## config.mk

```make
export PLATFORM = sky130hd
export DESIGN_NAME = ex_div_flat
export DESIGN_NICKNAME = d
export VERILOG_FILES = /design/src/rtl/ex_div_if.sv /design/src/rtl/ex_div.sv /design/src/flat_wrapper.sv
export SDC_FILE = /design/constraint.sdc
export NUM_CORES = 1
export LEC_CHECK = 0
export BUFFER_PORTS_ARGS = -buffer_cell sky130_fd_sc_hd__buf_2
export CAP_MARGIN = 20
export CORE_MARGIN = 2
export CORE_UTILIZATION = 53
export DETAILED_ROUTE_END_ITERATION = 16
export PLACE_DENSITY = 0.78
export SYNTH_ARGS = -nofsm -noshare
export SYNTH_HDL_FRONTEND = slang
export SYNTH_SLANG_ARGS = --single-unit
```

## constraint.sdc

```tcl
create_clock -name clk -period 3.95 [get_ports clk]
set_clock_uncertainty 0.1 [all_clocks]
set_input_delay 0.395 -clock clk [delete_from_list [all_inputs] [get_ports clk]]
set_output_delay 0.395 -clock clk [all_outputs]
set_load 0.02 [all_outputs]
```

## src/rtl/ex_div_if.sv

```systemverilog
// Operand/result bundle between the execute stage (master) and the divider (slave).
// Signal names match the divider's port list so both sides read the same.
interface ex_div_if;
   logic        signed_div_i;
   logic [31:0] opdata1_i;
   logic [31:0] opdata2_i;
   logic        start_i;
   logic        annul_i;
   logic [63:0] result_o;
   logic        ready_o;
   logic        busy_o;

   modport master (
      output signed_div_i, opdata1_i, opdata2_i, start_i, annul_i,
      input  result_o, ready_o, busy_o
   );

   modport slave (
      input  signed_div_i, opdata1_i, opdata2_i, start_i, annul_i,
      output result_o, ready_o, busy_o
   );
endinterface

```

## src/rtl/ex_div.sv

```systemverilog
// 32-iteration restoring divider for MIPS DIV/DIVU.
// Produces {HI=remainder, LO=quotient} with MIPS sign rules; divide-by-zero yields 0.
module ex_div (
   input  logic     clk,
   input  logic     rst,
   ex_div_if.slave  bus
);
   typedef enum logic [1:0] {S_FREE, S_BY_ZERO, S_ON, S_END} state_t;

   state_t      state_q;
   logic [5:0]  cnt_q;
   logic [64:0] work_q;
   logic [31:0] divisor_q;
   logic        signed_q;
   logic        neg1_q;
   logic        neg2_q;
   logic [63:0] result_q;
   logic        ready_q;
   logic        busy_q;

   logic [31:0] mag1_d;
   logic [31:0] mag2_d;
   logic [32:0] trial_d;
   logic [31:0] quot_d;
   logic [31:0] rem_d;

   // Magnitudes are only taken for DIV; DIVU passes operands through untouched.
   assign mag1_d  = (bus.signed_div_i && bus.opdata1_i[31]) ? (~bus.opdata1_i + 32'd1)
                                                             : bus.opdata1_i;
   assign mag2_d  = (bus.signed_div_i && bus.opdata2_i[31]) ? (~bus.opdata2_i + 32'd1)
                                                             : bus.opdata2_i;
   assign trial_d = {1'b0, work_q[63:32]} - {1'b0, divisor_q};
   assign quot_d  = (signed_q && (neg1_q ^ neg2_q)) ? (~work_q[31:0] + 32'd1) : work_q[31:0];
   assign rem_d   = (signed_q && neg1_q) ? (~work_q[64:33] + 32'd1) : work_q[64:33];

   always_ff @(posedge clk) begin
      if (rst) begin
         state_q   <= S_FREE;
         cnt_q     <= 6'd0;
         work_q    <= '0;
         divisor_q <= '0;
         signed_q  <= 1'b0;
         neg1_q    <= 1'b0;
         neg2_q    <= 1'b0;
         result_q  <= '0;
         ready_q   <= 1'b0;
         busy_q    <= 1'b0;
      end else begin
         case (state_q)
            S_FREE: begin
               if (bus.start_i && !bus.annul_i) begin
                  signed_q <= bus.signed_div_i;
                  neg1_q   <= bus.opdata1_i[31];
                  neg2_q   <= bus.opdata2_i[31];
                  busy_q   <= 1'b1;
                  if (bus.opdata2_i == 32'd0) begin
                     state_q <= S_BY_ZERO;
                  end else begin
                     work_q    <= {32'd0, mag1_d, 1'b0};
                     divisor_q <= mag2_d;
                     cnt_q     <= 6'd0;
                     state_q   <= S_ON;
                  end
               end
            end
            S_BY_ZERO: begin
               result_q <= '0;
               ready_q  <= 1'b1;
               busy_q   <= 1'b0;
               state_q  <= S_END;
            end
            S_ON: begin
               if (bus.annul_i) begin
                  busy_q  <= 1'b0;
                  state_q <= S_FREE;
               end else if (cnt_q != 6'd32) begin
                  // Keep the shifted remainder when the trial subtraction borrows.
                  if (trial_d[32]) work_q <= work_q << 1;
                  else             work_q <= {trial_d[31:0], work_q[31:0], 1'b1};
                  cnt_q <= cnt_q + 6'd1;
               end else begin
                  result_q <= {rem_d, quot_d};
                  ready_q  <= 1'b1;
                  busy_q   <= 1'b0;
                  state_q  <= S_END;
               end
            end
            S_END: begin
               if (!bus.start_i || bus.annul_i) begin
                  result_q <= '0;
                  ready_q  <= 1'b0;
                  state_q  <= S_FREE;
               end
            end
            default: state_q <= S_FREE;
         endcase
      end
   end

   assign bus.result_o = result_q;
   assign bus.ready_o  = ready_q;
   assign bus.busy_o   = busy_q;
endmodule

```

## src/flat_wrapper.sv

```systemverilog
// flat-port wrapper written by rule: the top's interface ports become plain ports
module ex_div_flat 
  (clk, rst, bus_signed_div_i, bus_opdata1_i, bus_opdata2_i, bus_start_i, bus_annul_i, bus_result_o, bus_ready_o, bus_busy_o);
  ex_div_if bus_i ();
  input  logic clk;
  input  logic rst;
  input wire logic [$bits(bus_i.signed_div_i)-1:0] bus_signed_div_i;
  input wire logic [$bits(bus_i.opdata1_i)-1:0] bus_opdata1_i;
  input wire logic [$bits(bus_i.opdata2_i)-1:0] bus_opdata2_i;
  input wire logic [$bits(bus_i.start_i)-1:0] bus_start_i;
  input wire logic [$bits(bus_i.annul_i)-1:0] bus_annul_i;
  output wire logic [$bits(bus_i.result_o)-1:0] bus_result_o;
  output wire logic [$bits(bus_i.ready_o)-1:0] bus_ready_o;
  output wire logic [$bits(bus_i.busy_o)-1:0] bus_busy_o;
  assign bus_i.signed_div_i = bus_signed_div_i;
  assign bus_i.opdata1_i = bus_opdata1_i;
  assign bus_i.opdata2_i = bus_opdata2_i;
  assign bus_i.start_i = bus_start_i;
  assign bus_i.annul_i = bus_annul_i;
  assign bus_result_o = bus_i.result_o;
  assign bus_ready_o = bus_i.ready_o;
  assign bus_busy_o = bus_i.busy_o;
  ex_div u_core (.clk(clk), .rst(rst), .bus(bus_i));
endmodule
```

==> impl_metrics.csv, run 1 <==
group,metric,value,unit
run_status,outcome,"finished clean",
logic_synthesis,yosys_reg_bits,174,
clocking,cts_htree_levels,4,
worst_setup_path,worstSetupStartpointType,"register",
sta,final_min_period_over_clock_period,0.921,
grt,grtUsageTotal,0.264,
pwr,power.density,444,nW/um^2
floorplan,initial_core_util,0.543,
worst_setup_path,cpLargestDelayFamily,"compound AO/OA/AOI/OAI gates",
clocking,cts_max_path_buffers,2,
sta,worstMarginPinSlew,1.04,ns
route,viasPerCell,5.73,
placement,preCtsSetupSlack,0.411,ns
worst_setup_path,buffering_stage_count_on_the_worst_path_with_inverters_included,2,
floorplan,floorplan.core_area,20400,um^2
clocking,clkSlewWorstSetupHoldPaths,0.07,ns
clocking,tritoncts_num_sinks,174,
clocking,postCtsHoldBufs,0,
worst_setup_path,critical_path_arrival,3.85,ns
clocking,cts_made_buffers,17,
floorplan,fp.dieW,148,um
worst_setup_path,worst-endpoint-required,4.16,ns
worst_setup_path,worst-setup-path-type,"reg2reg",
worst_setup_path,critical_path.cell_chain,"inv_1 -> fa_1 -> nand2b_1 -> a21oi_1 -> o211ai_2 -> o211ai_2 -> a2111oi_2 -> nor2_1 -> a311o_2 -> buf_4 -> mux2i_1 -> o21ai_0",
route,drt-total-wl,29100,um
route,detailedRoute.firstIterationViolations,891,
route,detail-route-antenna-nets,0,
clocking,cts_resized,0,
floorplan,fp-row-count,52,
job,maxCapViolCount,0,
finish,n_fill_cell,1860,
worst_setup_path,crit_path_max_incr_delay,0.64,ns
logic_synthesis,synth_top_flop_cell,"sky130_fd_sc_hd__dfxtp_1",
logic_synthesis,synth_top_cells_by_area,"sky130_fd_sc_hd__dfxtp_1 32%, sky130_fd_sc_hd__nand2_1 7.4%, sky130_fd_sc_hd__xor2_1 6.1%",
clocking,cts_tree,"done",
sta,postLayoutSetupSlackWorst,0.311,ns
min_path,worst_min_path_class,"in2reg",
worst_setup_path,r2r_setup_slack,0.31,ns
grt,grt_pass1_wl,47700,um
finish,area_delta_synth_final,12.3,%
logic_synthesis,async_flop_share,0,
grt,grt.overflow.total,0,
logic_synthesis,synth_enable_flop_cells,0,
logic_synthesis,yosys_warnings,0,
route,drt-pass1-iter-count,5,
placement,io_buffer_count,134,
finish,mostFrequentLayoutCells,"219 x sky130_fd_sc_hd__nand2_1, 174 x sky130_fd_sc_hd__dfxtp_1, 146 x sky130_fd_sc_hd__nor2_1, 133 x sky130_fd_sc_hd__buf_2, 116 x sky130_fd_sc_hd__a21oi_1",
sta,final_period_minus_worst_setup_slack,3.64,ns
logic_synthesis,syn_area_per_cell,7.63,um^2
finish,layout_commonest_cell,"sky130_fd_sc_hd__nand2_1",
logic_synthesis,ys_seq_area_frac,0.315,
sta,hold_violations,0,
logic_synthesis,postSynthCellCount,1450,
sta,final.setup.tns,0,ns
clocking,cts.root.buffer_cell,"sky130_fd_sc_hd__clkbuf_16",
sta,max_freq,275,MHz
grt,grt_pass1_vias,9564,
finish,drive_above_1_share,0.138,
route,routedWlPerCell,15.9,um
sta,rsz0062_at_grt,"no",
sta,final_max_slew_viol_count,0,
grt,grt_antenna_before_repair,0,
logic_synthesis,synth_area_leader_cell,"sky130_fd_sc_hd__dfxtp_1",
sta,setup_viol,0,
worst_setup_path,slowest_stage_cell_crit_path,"sky130_fd_sc_hd__a311o_2",
floorplan,i_o_pin_count,135,
finish,finalNetCount,1657,
grt,pin_count_of_the_biggest_net_entering_global_routing,81,
worst_setup_path,critical_path_s_most_frequent_cell,"sky130_fd_sc_hd__o211ai_2",
logic_synthesis,synthesis.area,11100,um^2
worst_setup_path,end_kind,"register",
logic_synthesis,synth_top_area_share,0.315,
route,drc_errors,0,
floorplan,die_y,148,um
clocking,clock_latency,0.44,ns
placement,dpl.hpwl,21600,um
sta,max_slew_margin,0.304,
floorplan,design.die.area,22000,um^2
pwr,p_leak,4.87,nW
logic_synthesis,synth_nets,1563,
finish,antenna_cells_inserted,0,
route,detailroute.via_count,10500,
pwr,vdd_ir_drop_max,0.000267,V
logic_synthesis,synthDistinctLibCells,66,
placement,place_congestion,0.939,
clocking,post-cts-setup-buffers,0,
worst_setup_path,crit_fanout,23,
==> tightest hold or removal path: stages <==
cell,delay (ns)
sky130_fd_sc_hd__buf_2,0.12
sky130_fd_sc_hd__nand2_1,0.06
sky130_fd_sc_hd__a311oi_1,0.08
==> cells by family (layout without fill, tap and decap cells) <==
kind of cell / after synthesis / after routing / share of synthesized area
AOI/OAI and AO/OA: 405 / 405 / 0.226
xor gates and xnor gates: 153 / 153 / 0.121
adders and majority gates: 44 / 44 / 0.0505
buffers and inverters: 140 / 247 / 0.0544
DFF: 174 / 174 / 0.315
muxes: 32 / 32 / 0.0290
and+or+nand+nor: 502 / 502 / 0.204
==> cell usage after synthesis (3+ instances only) <==
cell,number
sky130_fd_sc_hd__or2_2,5
sky130_fd_sc_hd__a211oi_1,36
sky130_fd_sc_hd__or4_1,10
sky130_fd_sc_hd__o31ai_1,22
sky130_fd_sc_hd__nor2b_1,7
sky130_fd_sc_hd__nor2_1,147
sky130_fd_sc_hd__clkbuf_2,3
sky130_fd_sc_hd__nor4_1,10
sky130_fd_sc_hd__nand2_1,219
sky130_fd_sc_hd__a31oi_1,7
sky130_fd_sc_hd__a31o_2,3
sky130_fd_sc_hd__nor3_1,22
sky130_fd_sc_hd__nor4_2,4
sky130_fd_sc_hd__xor2_1,77
sky130_fd_sc_hd__buf_4,4
sky130_fd_sc_hd__a21o_1,7
sky130_fd_sc_hd__nand3b_1,4
sky130_fd_sc_hd__or3_1,3
sky130_fd_sc_hd__and2_1,8
sky130_fd_sc_hd__buf_1,3
sky130_fd_sc_hd__and3_1,7
sky130_fd_sc_hd__nor4b_1,4
sky130_fd_sc_hd__buf_2,9
sky130_fd_sc_hd__nand4_1,11
sky130_fd_sc_hd__a22oi_1,39
sky130_fd_sc_hd__o21bai_1,4
sky130_fd_sc_hd__xnor2_1,76
sky130_fd_sc_hd__ha_1,43
sky130_fd_sc_hd__a21oi_1,117
sky130_fd_sc_hd__o21ai_0,107
sky130_fd_sc_hd__o41ai_1,10
sky130_fd_sc_hd__dfxtp_1,174
sky130_fd_sc_hd__o21ai_1,19
sky130_fd_sc_hd__nand3_1,21
sky130_fd_sc_hd__clkbuf_1,57
sky130_fd_sc_hd__o211ai_1,9
sky130_fd_sc_hd__o21a_1,4
sky130_fd_sc_hd__nand2b_1,12
sky130_fd_sc_hd__mux2i_1,32
sky130_fd_sc_hd__inv_1,60
==> registers in the layout, summed over array words and instances (netlist names) <==
name                 flops
u_core.work_q           65
u_core.cnt_q             6
u_core.divisor_q        32
u_core.state_q           2
u_core.neg2_q            1
u_core.bus.ready_o       1
u_core.signed_q          1
u_core.bus.busy_o        1
u_core.bus.result_o     64
u_core.neg1_q            1
==> layer usage <==
metal | wire (um) | track usage
met5 | 0 | 0
met4 | 440 | 0.0767
met3 | 1880 | 0.0316
met2 | 12200 | 0.393
met1 | 14500 | 0.399
==> per-stage QoR <==
stage	power [mW]	hold WS, ns	area (um^2)	util	cells
after floorplan	3.44	0.332	11100	-	1450
after global placement	3.87	0.332	11900	0.583	1795
after detailed placement	3.91	0.339	11900	0.583	1795
after CTS	5.49	0.161	12400	0.610	1827
after global routing	5.81	0.185	12400	0.610	1827
final	5.51	0.170	12400	0.610	1827
==> report_power, final <==
group,internal (mW),total [mW],switching [mW]
clock,0.837,1.60,0.761
sequential,1.89,2.03,0.140
combinational,0.665,1.89,1.22
total,3.39,5.51,2.13
==> area by class of cell <==
class,count,area [um^2],share of cell area
Sequential cell,174,3480,0.280
Multi-Input combinational cell,1136,7000,0.563
Clock inverter,13,105,0.00846
Clock buffer,19,443,0.0357
Tap cell,270,338,0.0272
Inverter,60,225,0.0181
Timing Repair Buffer,155,831,0.0669
==> path summary, 6_finish.rpt <==
check / startpoint / endpoint / cells after the start
worst max-delay path: u_core.work_q[33] / u_core.work_q[53] / 12
worst min-delay path: bus_opdata2_i[1] / u_core.divisor_q[1] / 3
worst max register to register: u_core.work_q[33] / u_core.work_q[53] / 12
worst min register to register: u_core.bus.result_o[62] / u_core.bus.result_o[62] / 2
Power figures use the tool's default switching activity.
==> run 2, diff against run 1 <==
--- a/config.mk
+++ b/config.mk
@@ -5,12 +5,13 @@
 export SDC_FILE = /design/constraint.sdc
 export NUM_CORES = 1
 export LEC_CHECK = 0
+export ABC_AREA = 1
 export BUFFER_PORTS_ARGS = -buffer_cell sky130_fd_sc_hd__buf_2
 export CAP_MARGIN = 20
-export CORE_MARGIN = 2
+export CORE_MARGIN = 3
 export CORE_UTILIZATION = 53
 export DETAILED_ROUTE_END_ITERATION = 16
-export PLACE_DENSITY = 0.78
+export PLACE_DENSITY = 0.77
 export SYNTH_ARGS = -nofsm -noshare
 export SYNTH_HDL_FRONTEND = slang
 export SYNTH_SLANG_ARGS = --single-unit
==> impl_metrics.csv, run 2 <==
group,metric,value,unit
sta,setup_viol,0,
floorplan,floorplan.core_area,24500,um^2
clocking,clock_latency,0.44,ns
clocking,cts_made_buffers,17,
logic_synthesis,synthesis.area,13300,um^2
placement,placed_cells,2652,
worst_setup_path,worst-setup-path-type,"reg2reg",
sta,hold_violations,0,
clocking,post-cts-setup-buffers,0,
floorplan,die_y,164,um
placement,place_congestion,0.996,
logic_synthesis,synth.most_common_cell,"sky130_fd_sc_hd__nand2_1",
sta,final_period_minus_worst_setup_slack,3.07,ns
logic_synthesis,async_flop_share,0,
pwr,p_leak,7.20,nW
finish,mostFrequentLayoutCells,"628 x sky130_fd_sc_hd__nand2_1, 307 x sky130_fd_sc_hd__inv_1, 255 x sky130_fd_sc_hd__nor2_1, 223 x sky130_fd_sc_hd__nand3_1, 214 x sky130_fd_sc_hd__a21oi_1",
floorplan,design.die.area,27000,um^2
pwr,internal-power,4.34,mW
grt,grt_pass1_wl,67300,um
sta,final_max_slew_viol_count,0,
worst_setup_path,worst-endpoint-required,4.22,ns
min_path,worst_min_path_class,"in2reg",
finish,finalNetCount,2460,
grt,grt_pass1_vias,13100,
logic_synthesis,synth_nets,2368,
grt,grtUsageTotal,0.310,
clocking,clkSlewWorstSetupHoldPaths,0.08,ns
floorplan,i_o_pin_count,135,
job,maxCapViolCount,0,
route,drc_errors,0,
floorplan,fp.dieW,164,um
finish,max_flop_register,"u_core.work_q",
worst_setup_path,critical_path_arrival,3.34,ns
worst_setup_path,crit_fanout,44,
sta,final_min_period_over_clock_period,0.778,
logic_synthesis,yosys_warnings,0,
placement,dpl.hpwl,32500,um
finish,antenna_cells_inserted,0,
sta,rsz0062_at_grt,"no",
finish,area_delta_synth_final,11.0,%
logic_synthesis,synth_area_leader_cell,"sky130_fd_sc_hd__dfxtp_1",
grt,pin_count_of_the_biggest_net_entering_global_routing,69,
sta,final.setup.tns,0,ns
pwr,vdd_ir_drop_max,0.000522,V
route,detailedRoute.firstIterationViolations,1494,
route,drt-total-wl,42100,um
worst_setup_path,critical_path_s_most_frequent_cell,"sky130_fd_sc_hd__nand2_1",
logic_synthesis,synth_top_area_share,0.262,
clocking,cts.root.buffer_cell,"sky130_fd_sc_hd__clkbuf_16",
clocking,tritoncts_num_sinks,174,
finish,largest_reg_flops,65,
clocking,cts_resized,0,
route,drt-pass1-iter-count,8,
logic_synthesis,yosys_reg_bits,174,
pwr,switch_pwr,4.24,mW
finish,fin_cells,2684,
sta,max_slew_margin,0.481,
floorplan,initial_core_util,0.543,
sta,max_freq,325,MHz
worst_setup_path,r2r_setup_slack,0.88,ns
logic_synthesis,synth_enable_flop_cells,0,
grt,grt_antenna_before_repair,0,
worst_setup_path,end_kind,"register",
pwr,sequentialPowerShare,0.276,
clocking,cts_max_path_buffers,2,
logic_synthesis,syn_area_per_cell,5.89,um^2
logic_synthesis,ys_seq_area_frac,0.262,
logic_synthesis,synthDistinctLibCells,48,
pwr,power.clock.fraction,0.209,
route,routedWlPerCell,15.7,um
route,detailroute.via_count,14700,
logic_synthesis,postSynthCellCount,2255,
floorplan,fp-row-count,57,
sta,worstMarginPinSlew,0.777,ns
worst_setup_path,worstSetupStartpointType,"register",
pwr,comb_power_share,0.515,
logic_synthesis,synth_top_flop_cell,"sky130_fd_sc_hd__dfxtp_1",
route,detail-route-antenna-nets,0,
clocking,postCtsHoldBufs,0,
logic_synthesis,synth_top_cells_by_area,"sky130_fd_sc_hd__dfxtp_1 26%, sky130_fd_sc_hd__nand2_1 18%, sky130_fd_sc_hd__inv_1 8.7%",
worst_setup_path,slowest_stage_cell_crit_path,"sky130_fd_sc_hd__inv_2",
grt,grt.overflow.total,0,
logic_synthesis,synth.cells.most_frequent,"628 x sky130_fd_sc_hd__nand2_1, 308 x sky130_fd_sc_hd__inv_1, 255 x sky130_fd_sc_hd__nor2_1",
route,viasPerCell,5.49,
worst_setup_path,critical_path.cell_chain,"inv_1 -> ha_1 -> nor3b_2 -> nand3_1 -> nand2_1 -> nand2_1 -> nor2_4 -> nand2_2 -> inv_2 -> o211ai_1 -> a21oi_1",
pwr,p_sw_frac,0.494,
worst_setup_path,crit_path_max_incr_delay,0.67,ns
clocking,cts_tree,"done",
placement,io_buffer_count,134,
finish,drive_above_1_share,0.0958,
run_status,outcome,"finished clean",
finish,layout_commonest_cell,"sky130_fd_sc_hd__nand2_1",
pwr,power.density,583,nW/um^2
clocking,cts_htree_levels,4,
## run 2: cell count changes in the layout (fill, tap and decap cells not counted), moves of 16 or more
cell                       change
sky130_fd_sc_hd__a211oi_1     -35
sky130_fd_sc_hd__a21oi_1      +98
sky130_fd_sc_hd__a22oi_1      -39
sky130_fd_sc_hd__inv_1       +247
sky130_fd_sc_hd__mux2i_1      -32
sky130_fd_sc_hd__nand2_1     +409
sky130_fd_sc_hd__nand3_1     +202
sky130_fd_sc_hd__nand4_1      +18
sky130_fd_sc_hd__nor2_1      +109
sky130_fd_sc_hd__o21ai_1      -16
sky130_fd_sc_hd__o31ai_1      -22
sky130_fd_sc_hd__xnor2_1      -59
sky130_fd_sc_hd__xor2_1       -20
## run 2: power by group through the flow
stage / sequential (mW) / clock (mW) / combinational [mW]
2_1_floorplan: 2.29 / 0 / 3.31
3_3_place_gp: 2.37 / 0 / 4.28
3_5_place_dp: 2.39 / 0 / 4.31
4_1_cts: 2.35 / 1.81 / 4.34
5_1_grt: 2.40 / 1.88 / 4.93
6_report: 2.37 / 1.79 / 4.42
## run 2: area by class of cell
type                    count  area, um^2
inverters                 316        1190
flip-flops and latches    174        3480
well taps                 324         405
repair buffers            153         828
clock inverters            11         144
multi-input cells        1685        8220
clock buffers              21         470
fillers                  2475        9730
## run 2: cells by family after synthesis
kind of cell | count (synthesis) | share of synthesized area
AOI/OAI and AO/OA | 359 | 0.141
xor gates and xnor gates | 74 | 0.0488
adders and majority gates | 44 | 0.0420
buffers and inverters | 396 | 0.120
DFF | 174 | 0.262
and+or+nand+nor | 1208 | 0.386
## run 2: critical path, delay by kind of cell, from the launching register on
| family | cells | cell delay, ns |
|---|---|---|
| AOI/OAI and AO/OA | 2 | 0.49 |
| adders and majority gates | 1 | 0.15 |
| buffers and inverters | 2 | 0.77 |
| DFF | 1 | 0.35 |
| and+or+nand+nor | 6 | 1.13 |
## run 2: stage by stage
stage | util | hold slack, ns | total power, mW | worst slack [ns] | area [um^2]
global placement | 0.577 | 0.349 | 6.65 | 0.707 | 14100
floorplan | - | 0.332 | 5.60 | 1.67 | 13300
finish | 0.602 | 0.149 | 8.58 | 0.877 | 14700
detailed placement | 0.577 | 0.353 | 6.70 | 0.692 | 14100
global route | 0.602 | 0.156 | 9.21 | 0.643 | 14700
CTS | 0.602 | 0.144 | 8.49 | 0.929 | 14700
## run 2: final timing paths
path	start	endpoint	cells past startpoint
min reg2reg	u_core.bus.result_o[37]	u_core.bus.result_o[37]	2
min	bus_opdata1_i[31]	u_core.neg1_q	3
max reg2reg	u_core.cnt_q[0]	u_core.bus.result_o[54]	11
max	u_core.cnt_q[0]	u_core.bus.result_o[54]	11
## run 2: layer usage
metal,share of wire,up-vias,GRT usage
li1,-,7377,-
met1,0.48,6669,0.474
met2,0.41,630,0.448
met3,0.087,52,0.0398
met4,0.022,0,0.0984
met5,0,-,0
==> run 3, diff against run 2 <==
--- a/config.mk
+++ b/config.mk
@@ -5,13 +5,13 @@
 export SDC_FILE = /design/constraint.sdc
 export NUM_CORES = 1
 export LEC_CHECK = 0
-export ABC_AREA = 1
+export ABC_AREA = 0
 export BUFFER_PORTS_ARGS = -buffer_cell sky130_fd_sc_hd__buf_2
 export CAP_MARGIN = 20
 export CORE_MARGIN = 3
 export CORE_UTILIZATION = 53
 export DETAILED_ROUTE_END_ITERATION = 16
-export PLACE_DENSITY = 0.77
+export PLACE_DENSITY = 0.78
 export SYNTH_ARGS = -nofsm -noshare
 export SYNTH_HDL_FRONTEND = slang
 export SYNTH_SLANG_ARGS = --single-unit
==> constraint.sdc (replaced) <==
create_clock -name clk -period 2.9 [get_ports clk]
set_clock_uncertainty 0.1 [all_clocks]
set_input_delay 0.29 -clock clk [delete_from_list [all_inputs] [get_ports clk]]
set_output_delay 0.29 -clock clk [all_outputs]
set_load 0.02 [all_outputs]
==> impl_metrics.csv, run 3 (synthesized netlist as in run 1, its figures left out) <==
group,metric,value,unit
finish,n_fill_cell,1653,
grt,grt.overflow.total,0,
sta,hold_violations,0,
min_path,holdPathStages,3,
worst_setup_path,critical_path_arrival,3.32,ns
finish,layout_commonest_cell,"sky130_fd_sc_hd__nand2_1",
placement,io_buffer_count,134,
finish,drive_above_1_share,0.200,
sta,rsz0062_at_grt,"yes",
worst_setup_path,worst-endpoint-required,3.11,ns
run_status,violations_in_the_final_reports,"negative setup slack",
grt,pin_count_of_the_biggest_net_entering_global_routing,125,
worst_setup_path,crit_fanout,8,
clocking,cts_htree_levels,4,
floorplan,floorplan.core_area,20400,um^2
route,detailedRoute.firstIterationViolations,889,
route,drt-total-wl,31000,um
finish,finalNetCount,1748,
route,met3WireLength,2160,um
placement,place_congestion,0.912,
sta,final.setup.tns,-3.19,ns
worst_setup_path,end_kind,"register",
sta,postLayoutSetupSlackWorst,-0.203,ns
finish,mostFrequentLayoutCells,"218 x sky130_fd_sc_hd__nand2_1, 173 x sky130_fd_sc_hd__dfxtp_1, 146 x sky130_fd_sc_hd__nor2_1, 133 x sky130_fd_sc_hd__buf_2, 112 x sky130_fd_sc_hd__a21oi_1",
worst_setup_path,worst-setup-path-type,"reg2reg",
finish,area_delta_synth_final,21.9,%
sta,worstMarginPinSlew,1.10,ns
run_status,outcome,"finished, violations left",
floorplan,i_o_pin_count,135,
pwr,power.density,595,nW/um^2
finish,max_flop_register,"u_core.work_q",
placement,preCtsSetupSlack,-0.146,ns
finish,final_area,13500,um^2
pwr,p_total,8.02,mW
grt,grt_pass1_wl,49600,um
floorplan,fp.dieW,150,um
worst_setup_path,worstSetupStartpointType,"register",
clocking,cts_made_buffers,17,
route,drt-pass1-iter-count,5,
clocking,cts_max_path_buffers,2,
route,detail-route-antenna-nets,0,
sta,final_period_minus_worst_setup_slack,3.10,ns
grt,grtUsageTotal,0.269,
pwr,p_leak,5.41,nW
clocking,tritoncts_num_sinks,174,
clocking,cts_tree,"done",
placement,placed_area,12500,um^2
sta,max_slew_margin,0.262,
floorplan,initial_core_util,0.543,
floorplan,fp-row-count,52,
worst_setup_path,worstRegToRegCells,12,
route,routedLengthMet1,14300,um
sta,setup_viol,33,
floorplan,design.die.area,22600,um^2
route,routedWlPerCell,16.2,um
clocking,cts.root.buffer_cell,"sky130_fd_sc_hd__clkbuf_16",
finish,finalCoreUtilization,0.662,
finish,antenna_cells_inserted,0,
finish,largest_reg_flops,65,
sta,final_max_slew_viol_count,0,
floorplan,die_y,150,um
clocking,clock_latency,0.43,ns
route,met2_wl,13900,um
job,maxCapViolCount,0,
route,viasPerCell,5.69,
sta,max_freq,322,MHz
grt,grt_pass1_vias,9992,
route,highest_layer,"met4",
clocking,postCtsHoldBufs,0,
placement,dpl.hpwl,22300,um
route,detailroute.via_count,10900,
clocking,clkSlewWorstSetupHoldPaths,0.07,ns
pwr,vdd_ir_drop_max,0.000387,V
route,drc_errors,0,
sta,final_min_period_over_clock_period,1.07,
min_path,worst_min_path_class,"in2reg",
grt,grt_antenna_before_repair,0,
run 3: path summary, 6_finish.rpt:
kind                                start                      end  slack [ns]
setup reg to reg        u_core.work_q[37]        u_core.work_q[50]       -0.20
setup / recovery        u_core.work_q[37]        u_core.work_q[50]       -0.20
hold reg to reg   u_core.bus.result_o[60]  u_core.bus.result_o[60]        0.34
hold / removal          bus_opdata2_i[31]     u_core.divisor_q[31]        0.06
run 3: power breakdown:
group	internal, mW	switching [mW]	total, mW
logic	1.18	1.79	2.97
clock network	1.30	0.996	2.29
registers	2.57	0.190	2.76
total	5.05	2.97	8.02
run 3: what timing repair did:
action                                  in CTS  in global routing
pin swaps                                    6                  6
endpoints found under the setup margin      33                 50
setup buffers                               11                  4
cloned                                       3                  1
gates resized for setup                     21                 29
run 3: worst max-delay path, cell delays in order, from the launching register on:
cell                        delay, ns
sky130_fd_sc_hd__dfxtp_1         0.40
sky130_fd_sc_hd__ha_4            0.23
sky130_fd_sc_hd__a21o_1          0.18
sky130_fd_sc_hd__or3_4           0.35
sky130_fd_sc_hd__o211ai_4        0.19
sky130_fd_sc_hd__o211ai_2        0.13
sky130_fd_sc_hd__a2111oi_2       0.31
sky130_fd_sc_hd__nor2_1          0.10
sky130_fd_sc_hd__a311o_2         0.39
sky130_fd_sc_hd__buf_12          0.16
sky130_fd_sc_hd__buf_16          0.14
sky130_fd_sc_hd__mux2i_1         0.20
sky130_fd_sc_hd__o21ai_1         0.10
run 3: per-stage QoR:
| step | hold slack (ns) | std cells |
|---|---|---|
| 6_report | 0.0558 | 1917 |
| 5_1_grt | 0.0661 | 1917 |
| 4_1_cts | 0.0444 | 1915 |
| 3_5_place_dp | 0.339 | 1870 |
| 3_3_place_gp | 0.334 | 1870 |
| 2_1_floorplan | 0.326 | 1450 |
run 3: metal layers:
metal  track usage  vias up
met4        0.0778        0
li1              -     5464
met5             0        -
met3        0.0482       51
met1         0.383     5020
met2         0.417      369
run 3: area by class of cell:
type                    count  area, um^2  area share
multi-input cells        1136        7180       0.532
clock inverters            12         135      0.0100
well taps                 270         338      0.0251
repair buffers            246        1680       0.124
flip-flops and latches    174        3480       0.258
inverters                  60         225      0.0167
clock buffers              19         443      0.0329
